`config.mk`:
```
export PLATFORM = sky130hd
export DESIGN_NAME = pipe_ctrl_unit
export DESIGN_NICKNAME = d
export VERILOG_FILES = /design/src/rtl/pipe_ctrl_unit.sv
export SDC_FILE = /design/constraint.sdc
export NUM_CORES = 1
export LEC_CHECK = 0
export ABC_CLOCK_PERIOD_IN_PS = 1300
export BUFFER_PORTS_ARGS = -buffer_cell sky130_fd_sc_hd__buf_2
export CAP_MARGIN = 0
export CORE_ASPECT_RATIO = 1.25
export CORE_MARGIN = 10
export CORE_UTILIZATION = 37
export CTS_CLUSTER_SIZE = 10
export DETAILED_ROUTE_END_ITERATION = 6
export SKIP_CTS_REPAIR_TIMING = 1
export SYNTH_ARGS = -nofsm -noshare
export SYNTH_HDL_FRONTEND = slang
export SYNTH_SLANG_ARGS = --single-unit
```
`constraint.sdc`:
```
create_clock -name clk_i -period 1.3 [get_ports clk_i]
set_input_delay 0.065 -clock clk_i [delete_from_list [all_inputs] [get_ports clk_i]]
set_output_delay 0.065 -clock clk_i [all_outputs]
set_load 0.03 [all_outputs]
```
`src/rtl/pipe_ctrl_unit.sv`:
```
// Pipelined RV32I control unit: ID decode, ID/EX-EX/MEM-MEM/WB control registers,
// load-use / RAW hazard stall with bubble insertion, and EX-stage forwarding selects.
module pipe_ctrl_unit #(
    parameter int REG_AW  = 5,
    parameter int ALUOP_W = 2,
    parameter int FWD_EN  = 1
) (
    input  logic                clk_i,
    input  logic                rst_i,
    input  logic [6:0]          opcode_i,
    input  logic [REG_AW-1:0]   rs1_i,
    input  logic [REG_AW-1:0]   rs2_i,
    input  logic [REG_AW-1:0]   rd_i,
    input  logic                flush_i,
    output logic                stall_o,
    output logic [ALUOP_W-1:0]  ex_aluop_o,
    output logic                ex_alusrc_o,
    output logic                ex_branch_o,
    output logic                mem_memread_o,
    output logic                mem_memwrite_o,
    output logic                wb_regwrite_o,
    output logic                wb_memtoreg_o,
    output logic [REG_AW-1:0]   wb_rd_o,
    output logic [1:0]          fwd_a_o,
    output logic [1:0]          fwd_b_o
);
    localparam logic [6:0] OP_R  = 7'b0110011;
    localparam logic [6:0] OP_I  = 7'b0010011;
    localparam logic [6:0] OP_LD = 7'b0000011;
    localparam logic [6:0] OP_ST = 7'b0100011;
    localparam logic [6:0] OP_BR = 7'b1100011;

    logic               w_regwrite, w_memtoreg, w_memread, w_memwrite, w_branch, w_alusrc;
    logic [ALUOP_W-1:0] w_aluop;
    logic               w_use_rs1, w_use_rs2;
    logic               w_ex_hit, w_mem_hit, w_hazard, w_bubble;
    logic [1:0]         w_fwd_a, w_fwd_b;

    logic               r_ex_regwrite, r_ex_memtoreg, r_ex_memread, r_ex_memwrite;
    logic               r_ex_branch, r_ex_alusrc;
    logic [ALUOP_W-1:0] r_ex_aluop;
    logic [REG_AW-1:0]  r_ex_rs1, r_ex_rs2, r_ex_rd;
    logic               r_mem_regwrite, r_mem_memtoreg, r_mem_memread, r_mem_memwrite;
    logic [REG_AW-1:0]  r_mem_rd;
    logic               r_wb_regwrite, r_wb_memtoreg;
    logic [REG_AW-1:0]  r_wb_rd;

    always_comb begin
        w_regwrite = 1'b0;
        w_memtoreg = 1'b0;
        w_memread  = 1'b0;
        w_memwrite = 1'b0;
        w_branch   = 1'b0;
        w_alusrc   = 1'b0;
        w_aluop    = '0;
        w_use_rs1  = 1'b0;
        w_use_rs2  = 1'b0;
        case (opcode_i)
            OP_R: begin
                w_regwrite   = 1'b1;
                w_aluop[1:0] = 2'b10;
                w_use_rs1    = 1'b1;
                w_use_rs2    = 1'b1;
            end
            OP_I: begin
                w_regwrite   = 1'b1;
                w_alusrc     = 1'b1;
                w_aluop[1:0] = 2'b11;
                w_use_rs1    = 1'b1;
            end
            OP_LD: begin
                w_regwrite = 1'b1;
                w_memtoreg = 1'b1;
                w_memread  = 1'b1;
                w_alusrc   = 1'b1;
                w_use_rs1  = 1'b1;
            end
            OP_ST: begin
                w_memwrite = 1'b1;
                w_alusrc   = 1'b1;
                w_use_rs1  = 1'b1;
                w_use_rs2  = 1'b1;
            end
            OP_BR: begin
                w_branch     = 1'b1;
                w_aluop[1:0] = 2'b01;
                w_use_rs1    = 1'b1;
                w_use_rs2    = 1'b1;
            end
            default: ;
        endcase
    end

    // Unused rs fields are masked so stray encoding bits never raise a hazard.
    assign w_ex_hit  = (r_ex_rd != '0) &&
                       ((w_use_rs1 && rs1_i == r_ex_rd) || (w_use_rs2 && rs2_i == r_ex_rd));
    assign w_mem_hit = (r_mem_rd != '0) &&
                       ((w_use_rs1 && rs1_i == r_mem_rd) || (w_use_rs2 && rs2_i == r_mem_rd));

    assign w_hazard = (FWD_EN != 0) ? (r_ex_memread & w_ex_hit)
                                    : ((r_ex_regwrite & w_ex_hit) | (r_mem_regwrite & w_mem_hit));
    assign w_bubble = w_hazard | flush_i;
    assign stall_o  = w_hazard & ~flush_i;

    function automatic logic [1:0] fwd_sel(input logic [REG_AW-1:0] rs);
        if (r_mem_regwrite && r_mem_rd != '0 && r_mem_rd == rs)
            return 2'b10;
        else if (r_wb_regwrite && r_wb_rd != '0 && r_wb_rd == rs)
            return 2'b01;
        else
            return 2'b00;
    endfunction

    assign w_fwd_a = fwd_sel(r_ex_rs1);
    assign w_fwd_b = fwd_sel(r_ex_rs2);
    assign fwd_a_o = (FWD_EN != 0) ? w_fwd_a : 2'b00;
    assign fwd_b_o = (FWD_EN != 0) ? w_fwd_b : 2'b00;

    always_ff @(posedge clk_i or negedge rst_i) begin
        if (!rst_i) begin
            r_ex_regwrite  <= 1'b0;
            r_ex_memtoreg  <= 1'b0;
            r_ex_memread   <= 1'b0;
            r_ex_memwrite  <= 1'b0;
            r_ex_branch    <= 1'b0;
            r_ex_alusrc    <= 1'b0;
            r_ex_aluop     <= '0;
            r_ex_rs1       <= '0;
            r_ex_rs2       <= '0;
            r_ex_rd        <= '0;
            r_mem_regwrite <= 1'b0;
            r_mem_memtoreg <= 1'b0;
            r_mem_memread  <= 1'b0;
            r_mem_memwrite <= 1'b0;
            r_mem_rd       <= '0;
            r_wb_regwrite  <= 1'b0;
            r_wb_memtoreg  <= 1'b0;
            r_wb_rd        <= '0;
        end else begin
            if (w_bubble) begin
                r_ex_regwrite <= 1'b0;
                r_ex_memtoreg <= 1'b0;
                r_ex_memread  <= 1'b0;
                r_ex_memwrite <= 1'b0;
                r_ex_branch   <= 1'b0;
                r_ex_alusrc   <= 1'b0;
                r_ex_aluop    <= '0;
                r_ex_rs1      <= '0;
                r_ex_rs2      <= '0;
                r_ex_rd       <= '0;
            end else begin
                r_ex_regwrite <= w_regwrite;
                r_ex_memtoreg <= w_memtoreg;
                r_ex_memread  <= w_memread;
                r_ex_memwrite <= w_memwrite;
                r_ex_branch   <= w_branch;
                r_ex_alusrc   <= w_alusrc;
                r_ex_aluop    <= w_aluop;
                r_ex_rs1      <= rs1_i;
                r_ex_rs2      <= rs2_i;
                r_ex_rd       <= rd_i;
            end
            r_mem_regwrite <= r_ex_regwrite;
            r_mem_memtoreg <= r_ex_memtoreg;
            r_mem_memread  <= r_ex_memread;
            r_mem_memwrite <= r_ex_memwrite;
            r_mem_rd       <= r_ex_rd;
            r_wb_regwrite  <= r_mem_regwrite;
            r_wb_memtoreg  <= r_mem_memtoreg;
            r_wb_rd        <= r_mem_rd;
        end
    end

    assign ex_aluop_o     = r_ex_aluop;
    assign ex_alusrc_o    = r_ex_alusrc;
    assign ex_branch_o    = r_ex_branch;
    assign mem_memread_o  = r_mem_memread;
    assign mem_memwrite_o = r_mem_memwrite;
    assign wb_regwrite_o  = r_wb_regwrite;
    assign wb_memtoreg_o  = r_wb_memtoreg;
    assign wb_rd_o        = r_wb_rd;

endmodule

```
==> results.md <==
* Status: finished with violations
* Failing checks: negative setup slack
* Placed Instances at roughly 260
* CTS sink count at 37
* H-tree level count at 2
* Max frequency at 501.8 MHz
* Post-synth EDFFs at 0
* Max FO, Critical Path at 4
* Gr usage total at 0.1138
* Number of nets with antenna violations after routing at 0
* Relative slew slack at 0.7044
* Initial antenna violation count at 0
* Max_cap viols at 0
* Ys flop type: dfrtp_1
* Avg WL per Cell at ~15 microns
* Unrepaired setup endpoints after global routing: yes
* Yosys reg bits at 37
* Filler cell count at 367
* Met1 usage at 0.1010
* Cell area after layout at around 2500 sq um
* DP Area at about 2200 sq um
* Die area at between 7000 and 8000 sq um
* Detailed Route WL at around 4300 microns
* Power per cell area at between 900 and 1000 nW/um^2
* Hold WS at around 0.086 ps
* PnR worst setup slack at -692.7 ps
* Type of the worst min-delay path: in -> reg
* CTS tree: yes
* Slew @ Worst Pin at roughly 440 ps
* VDD IR max at slightly below 0.7 mV
* FF/Latch Area at 935.9 sq um
* Tmin final at between 1500 and 2000 ps
* Seq/Total Area, Yosys at 0.5589
* Iteration count of the initial detailed-routing pass at 4
* Crit. End Element: primary output
* PortBufs at 42
* Vias per cell at slightly below 5
* Util after Layout at 0.5751
* Cell area after synthesis at 1657 sq um
* Reg clk slew, reported paths at 70 ps
* WS Path Type: reg -> out
* Gr ovfl total at 0
* Number of global-route vias before repair at 1465
* Inserted Clock Buffers at 5
* Final Non-Filler Cells at 280
* Syn Nets at between 150 and 200
* Final GP Congestion at 0.8123
* Die outline width at approximately 80 microns
* Syn avg cell area at about 11 sq um
* Number of remaining DRC errors at 0
* Nets@finish at 246
* Met2 usage at 0.1986
* Post-Synthesis Cells at 148
* Inserted Diodes at 0
* Lkg Pwr at between 1 and 1.5 nW
* CTS max path bufs at 2
* CP startpoint kind: flop
* GRT met3 Usage at 0.06179
* Initial Util at 0.3801
* Via Count at around 1400
* Critical path data required time at around 1200 ps
* Syn. warnings at 0
* Critical path's largest stage delay at roughly 540 ps
* Post-synthesis cell type count at 27
* Multi-input gate area at roughly 880 sq um
* Clock Latency Late Sink at ~290 ps
* Largest net degree at the start of global routing at 20
* CP max stage cell: or4_4
* Dpl ws at -387.8 ps
* Rows at 27
* Die Height at about 95 microns
* Layout cells sized above 1 at 0.5225
* First-pass GRT wire length at about 6600 microns
* Area Overhead vs Synth at 51.28%
* Worst clock skew at approximately 7.4 ps
* Final Max Tran Viols at 0
* Core area at ~4400 sq um
* Async SR Flop Fraction at 1.000
* Gr busiest metal: met2
* Detailed placement HPWL at 3290 microns
* Final period utilization at 1.533
* DR iter-0 viols at 35
* Worst EP arrival at a little under 2000 ps
* Final hold vios at 0
* IO Pins at 43
* R2R Setup Slk at -210 ps
* Crit-path cells: xor2_1 > or4_4 > nor4_4 > buf_6
* Root buf cell: clkbuf_8
* Final Setup Violations at 27
## report_power, final
part | switching (W) | internal [W]
clock network | 0.000377 | 0.000432
registers | 0.0000448 | 0.00120
logic | 0.000204 | 0.000188
## stage by stage
stage,total power [W],setup TNS (ps)
floorplan,0.001441,-923.3
global placement,0.001592,-4197
detailed placement,0.001601,-5195
CTS,0.002422,-6965
global route,0.002562,-7269
finish,0.002441,-6042
## area by class of cell
class,instances,area share
repair buffers,72,0.2072
inverters,1,0.001498
flip-flops and latches,37,0.3734
clock buffers,8,0.03595
multi-input cells,104,0.3530
well taps,58,0.02896
## cell families (layout without fill, tap and decap cells)
| logic type | count (synthesis) | count (layout) | share of synthesized area |
|---|---|---|---|
| AOI/OAI and AO/OA | 27 | 27 | 0.09215 |
| DFF | 37 | 37 | 0.5589 |
| and+or+nand+nor | 47 | 47 | 0.1730 |
| xor gates and xnor gates | 30 | 30 | 0.1586 |
| buffers and inverters | 7 | 81 | 0.01737 |
## registers in the layout (all words and copies together), names as in the netlist
register        flops
r_ex_rd             5
r_ex_rs1            5
r_ex_rs2            5
r_mem_rd            5
wb_rd_o             5
ex_aluop_o          2
ex_alusrc_o         1
ex_branch_o         1
mem_memread_o       1
mem_memwrite_o      1
r_ex_memread        1
r_ex_memwrite       1
r_ex_regwrite       1
r_mem_regwrite      1
wb_memtoreg_o       1
wb_regwrite_o       1
## layout by cell type, fill, tap and decap left out, types with 2 or more instances in the layout
cell type	n
buf_2	37
dfrtp_1	29
buf_4	20
nand2b_1	15
xor2_1	14
a21oi_2	13
xnor2_1	11
buf_6	11
a21oi_1	8
dfrtp_2	8
nand3_1	6
nand2_1	6
clkbuf_8	6
xnor2_2	5
nor4_4	4
nor2_1	4
or4_4	3
nor3_2	2
clkbuf_1	2
dlygate4sd3_1	2
## cell usage after synthesis, types with 2 or more instances
library cell	number	area, sq um
a21oi_1	21	105.1
buf_2	2	10.01
clkbuf_1	4	15.01
dfrtp_1	37	925.9
nand2_1	6	22.52
nand2b_1	15	93.84
nand3_1	7	35.03
nor2_1	4	15.01
nor4_1	2	12.51
nor4_2	2	25.02
or4_1	4	30.03
xnor2_1	16	140.1
xor2_1	14	122.6
## layer usage
| metal | vias to the layer above | wire [microns] |
|---|---|---|
| met1 | 657 | 1531 |
| met5 | - | 0 |
| met3 | 8 | 420 |
| li1 | 647 | - |
| met2 | 50 | 2249 |
| met4 | 0 | 102 |
## worst max-delay path, delay by kind of cell (launching register included)
kind          cells  cell delay [ps]
flops             1              430
buf+inv           1              170
xor+xnor          1              170
simple gates      2              860
## path summary, 6_finish.rpt
check,to,start,depth (start not counted)
min in group asynchronous,mem_memread_o,rst_i,2
worst max register to register,r_ex_regwrite,r_ex_rd[3],6
worst min register to register,r_mem_regwrite,r_ex_regwrite,0
worst min-delay path,r_ex_rd[1],rd_i[1],3
worst max-delay path,fwd_b_o[0],wb_rd_o[4],4
max in group asynchronous,r_ex_rd[1],rst_i,3
(Power assumes the default switching activity.)
